**src/rtl/register_file_2r1w.sv**
```systemverilog
// register_file_2r1w: two registered read ports, one byte-strobed write port,
// out-of-range detection on every port. Storage and outputs clear on reset.
// Optional macro REGFILE_WR_BYPASS_EN: same-edge read/write to one in-range
// address returns the post-write value (write-first); default is read-first.

// One registered read port: data loads on en, valid/err are single-cycle pulses.
module regfile_rd_port #(
  parameter int W = 32
) (
  input  logic         clk,
  input  logic         rst,
  input  logic         en,
  input  logic         oor,
  input  logic [W-1:0] din,
  output logic [W-1:0] dout,
  output logic         valid,
  output logic         err
);
  // data holds when idle; pulses drop back to 0 one cycle after a request
  always_ff @(posedge clk or negedge rst) begin
    if (!rst) begin
      dout  <= '0;
      valid <= 1'b0;
      err   <= 1'b0;
    end else begin
      valid <= en;
      err   <= en & oor;
      if (en) dout <= din;
    end
  end
endmodule

module register_file_2r1w #(
  parameter int ADDR_WIDTH = 4,
  parameter int MEM_DEPTH  = 16,
  parameter int MEM_WIDTH  = 32
) (
  input  logic                   clk,
  input  logic                   rst,
  input  logic                   WrEn,
  input  logic [ADDR_WIDTH-1:0]  WrAddr,
  input  logic [MEM_WIDTH/8-1:0] WrStrb,
  input  logic [MEM_WIDTH-1:0]   WrData,
  output logic                   WrErr,
  input  logic                   RdEnA,
  input  logic [ADDR_WIDTH-1:0]  RdAddrA,
  output logic [MEM_WIDTH-1:0]   RdDataA,
  output logic                   RdValidA,
  output logic                   RdErrA,
  input  logic                   RdEnB,
  input  logic [ADDR_WIDTH-1:0]  RdAddrB,
  output logic [MEM_WIDTH-1:0]   RdDataB,
  output logic                   RdValidB,
  output logic                   RdErrB
);
  localparam int NB = MEM_WIDTH / 8;
  localparam int NP = 2;
  // one extra bit so MEM_DEPTH == 2^ADDR_WIDTH is representable
  localparam logic [ADDR_WIDTH:0] DEPTH = (ADDR_WIDTH+1)'(MEM_DEPTH);

  logic [MEM_WIDTH-1:0] mem [MEM_DEPTH];

  logic                wr_in;
  logic                wr_ok;
  logic [NB-1:0][7:0]  wr_old;
  logic [NB-1:0][7:0]  wr_new;

  assign wr_in  = {1'b0, WrAddr} < DEPTH;
  assign wr_ok  = WrEn & wr_in;
  assign wr_old = mem[WrAddr];

  // merged entry: strobed lanes from WrData, others from current contents
  for (genvar i = 0; i < NB; i++) begin : g_lane
    assign wr_new[i] = WrStrb[i] ? WrData[8*i +: 8] : wr_old[i];
  end

  // storage update; out-of-range writes are dropped
  always_ff @(posedge clk or negedge rst) begin
    if (!rst) begin
      for (int i = 0; i < MEM_DEPTH; i++) mem[i] <= '0;
    end else if (wr_ok) begin
      mem[WrAddr] <= wr_new;
    end
  end

  // out-of-range write flag, pulsed the cycle after the request
  always_ff @(posedge clk or negedge rst) begin
    if (!rst) WrErr <= 1'b0;
    else      WrErr <= WrEn & ~wr_in;
  end

  logic [NP-1:0]                 rd_en;
  logic [NP-1:0][ADDR_WIDTH-1:0] rd_addr;
  logic [NP-1:0][MEM_WIDTH-1:0]  rd_q;
  logic [NP-1:0]                 rd_vld;
  logic [NP-1:0]                 rd_err;

  assign rd_en   = {RdEnB, RdEnA};
  assign rd_addr = {RdAddrB, RdAddrA};

  for (genvar p = 0; p < NP; p++) begin : g_rd
    logic                 hit;
    logic [MEM_WIDTH-1:0] lookup;

    assign hit = {1'b0, rd_addr[p]} < DEPTH;

    // read mux: entry, optional same-edge write forward, zero when out of range
    always_comb begin
      lookup = mem[rd_addr[p]];
`ifdef REGFILE_WR_BYPASS_EN
      if (wr_ok && rd_addr[p] == WrAddr) lookup = wr_new;
`endif
      if (!hit) lookup = '0;
    end

    regfile_rd_port #(.W(MEM_WIDTH)) u_rd (
      .clk   (clk),
      .rst   (rst),
      .en    (rd_en[p]),
      .oor   (~hit),
      .din   (lookup),
      .dout  (rd_q[p]),
      .valid (rd_vld[p]),
      .err   (rd_err[p])
    );
  end

  assign RdDataA  = rd_q[0];
  assign RdValidA = rd_vld[0];
  assign RdErrA   = rd_err[0];
  assign RdDataB  = rd_q[1];
  assign RdValidB = rd_vld[1];
  assign RdErrB   = rd_err[1];
endmodule

```
**config.mk**
```make
export PLATFORM = sky130hd
export DESIGN_NAME = register_file_2r1w
export DESIGN_NICKNAME = d
export VERILOG_FILES = /design/src/rtl/register_file_2r1w.sv
export SDC_FILE = /design/constraint.sdc
export NUM_CORES = 1
export LEC_CHECK = 0
export CORE_UTILIZATION = 25
export CTS_BUF_LIST = sky130_fd_sc_hd__clkbuf_8 sky130_fd_sc_hd__clkbuf_16
export DETAILED_ROUTE_END_ITERATION = 16
export GPL_TIMING_DRIVEN = 0
export PLACE_DENSITY = 0.46
export SETUP_SLACK_MARGIN = 0.05
export SLEW_MARGIN = 20
export SYNTH_ARGS = -nofsm -noshare
export SYNTH_HDL_FRONTEND = slang
export SYNTH_SLANG_ARGS = --single-unit
```
**constraint.sdc**
```tcl
create_clock -name clk -period 1.5 [get_ports clk]
set_input_delay 0.225 -clock clk [delete_from_list [all_inputs] [get_ports clk]]
set_output_delay 0.225 -clock clk [all_outputs]
set_load 0.05 [all_outputs]
```
==> results.cfg <==
[floorplanning]
die_y_um = 381.5
coreArea_um2 = 142300
chipWidth_um = 381.5
num_io_pins = 122
row_count = 138
initial_core_util_pct = 25.31
die_area_um2 = 145500

[logic_synthesis]
compound_gate_portion_of_the_synthesized_area_pct = 13.63
netlist_area_um2 = 36010
leading_register_cell_type_out_of_synthesis = dfrtp_1
synth.mux.area_fraction_pct = 39.80
synth-seq-cells = 578
main_combinational_cell_family_by_area_after_synthesis = multiplexers
syn_inst = 2938
synth_warnings = 0
count_of_cell_types_in_the_netlist = 40
synth-edff-count = 0
synth_fa_ha_area_share_pct = 0
synth_simple_gate_area_share_pct = 1.821
synthesis.area_per_instance_um2 = 12.26
postSynth.asyncResetShare_pct = 100.0
post_synth_xor_area_fraction_pct = 0
synth_seq_area_share_pct = 40.17

[route]
via_count_of_the_routed_design = 31980
route.detailed.wl_per_inst_um = 36.25
detail_route.drc_violations = 0
drt_pass1_iterations = 5
route.antenna.remaining_nets = 0
drt-vias-per-instance = 5.945
first_iteration_detailed_routing_drc_count = 3521
postRouteWirelength_um = 195000

[grt]
global_route.usage.total_pct = 25.88
first_global_vias = 31300
grt_antenna_before_repair = 3
first_pass_grt_wire_length_um = 262400
maximum_number_of_pins_on_one_net_before_global_route_repair = 88
gr-total-overflow = 0

[timing]
final_critical_path_setup_slack_ps = -88.26
post-route-period-util_pct = 105.9
fin_crit_ps = 1588
fin_worst_skew_ps = 43.38
fmax_mhz = 629.6
timing.hold.ws_ps = -551.5
setup_viol = 141
slew_headroom_pct = 16.97
timing.final.max_slew_violations = 0
grt_setup_unrepaired = true
finalHoldViolCount = 266
worstMarginPinSlew_ps = 1245

[clock_network]
cts-htree-levels = 3
clk_transition_reported_paths_ps = 60
numCtsBuffers = 75
clock-root-buffer = clkbuf_16
cts_tree = done
cts_sinks = 578
clock_path_buffers = 3
clkLatencyLatePin_ps = 700

[min_path]
hold_path_class = in2async

[worst_setup_path]
worst-path-max-fanout = 2
worstPathRequired_ps = 1270
path_cells = buf_6
cp.buffers_inverters = 1
worst_setup_path_start_kind = flip-flop
critPathCaptureType = output pin
timing.critical_path.slowest_cell_delay_ps = 480
crit_family = flip-flops
crit_slowest_cell = dfrtp_2
cp.arrival_ps = 1360
path_class = reg2out

[finish]
final_layout_size_suffix_gt1_share_pct = 50.43
final_cell_mix = 632 x mux2i_1, 559 x dfrtp_1, 288 x mux4_2, 272 x a21oi_2, 240 x buf_4
area.growth.synth_to_final_pct = 40.64
mostFrequentLayoutCell = mux2i_1
nNetsFinal = 3491

[outcome]
violations = negative hold slack, negative setup slack
status = finished, violations left

[run]
drv_cap = 0

[placement]
port-buffer-count = 111
place_hpwl_um = 128500
gp_routability_congestion = 0.8996
post-place-ws_ps = -2394

[power_and_ir_drop]
p_per_area_nw_per_um2 = 1328
p_leak_nw = 19.76
ir_worst_vdd_uv = 796.5
## cells in the mapped netlist (all sizes together), types with 3 or more instances
cell type / n / area share (%)
nand2: 11 / 0.14
nand3b: 4 / 0.10
inv: 3 / 0.031
nand2b: 36 / 0.63
mux4: 288 / 18
and2: 3 / 0.052
a21oi: 452 / 6.3
o21ai: 32 / 0.44
dfrtp: 578 / 40
o21bai: 4 / 0.10
nor3: 3 / 0.069
mux2: 124 / 3.9
a221oi: 32 / 0.78
nor2: 47 / 0.64
clkbuf: 146 / 1.5
mux2i: 644 / 18
buf: 175 / 3.0
o22ai: 160 / 2.8
a31oi: 184 / 3.2
## worst reg2reg max path, stage by stage, from the launching register on
cell	delay, ps
dfrtp_1	400
mux2i_2	180
buf_4	150
o21bai_4	60
buf_12	150
buf_8	130
nor2_4	120
buf_12	170
a21oi_2	90
## area by class of cell
class                      count  area, um^2
multi-input combinational   2038       23600
clock inverter                36       250.2
buffer                       315        2885
clock buffer                  89        2081
fill                       13990       91640
antenna                        3       7.507
timing repair buffer         426        4936
inverter                       4       27.53
tap                         1890        2365
sequential                   578       14490
## where the power goes
part	switching, mW	internal (mW)
registers	4.58	19.8
clock network	7.81	10.1
logic	12.3	12.6
total	24.7	42.6
## registers in the layout, summed over array words and instances (netlist names)
register	flops
g_rd.u_rd.valid	2
g_rd.u_rd.dout	64
mem	512
## kinds of logic after synthesis
kind of cell,count (synthesis)
other,1
muxes,1056
buffers and inverters,325
DFF,578
and+or+nand+nor,114
AOI/OAI and AO/OA,864
## repair_timing
action,in CTS,in global routing
resized for setup,984,421
pin swaps,130,145
endpoints found under the setup margin,733,718
endpoints found under the hold margin,271,235
buffers inserted,220,70
cloned,4,11
## path summary, 6_finish.rpt
check,startpoint,endpoint,slack (ps),cells after the start
setup reg to reg,mem[51],mem[373],-80,8
setup / recovery,g_rd[0].u_rd.dout[30],RdDataA[30],-90,1
min in group clk,WrAddr[1],mem[159],270,6
hold / removal,rst,mem[88],-550,1
hold reg to reg,g_rd[1].u_rd.dout[15],g_rd[1].u_rd.dout[15],600,2
max in group asynchronous,rst,mem[329],480,5
## layer usage
metal  wire length [um]  vias to the layer above  GRT usage [%]
met2              85770                     1859          39.11
met5                 13                        -         0.4299
met4              11160                        2          11.92
li1                   -                    12650              -
met3              19510                      466          7.823
met1              78560                    17000          33.76
## stage by stage
step	utilization (%)	instances	power, mW	TNS, ps	cell area [um^2]
6_report	35.59	5379	67.23	-3998	50640
5_1_grt	35.59	5376	69.67	-6652	50630
4_1_cts	33.47	5296	64.37	-1416	47620
3_5_place_dp	28.87	4949	43.51	-1029390	41070
3_3_place_gp	28.70	4941	43.11	-	40830
2_1_floorplan	-	2940	36.67	-5668	37350
No activity file was read; power rests on OpenSTA's default activity.
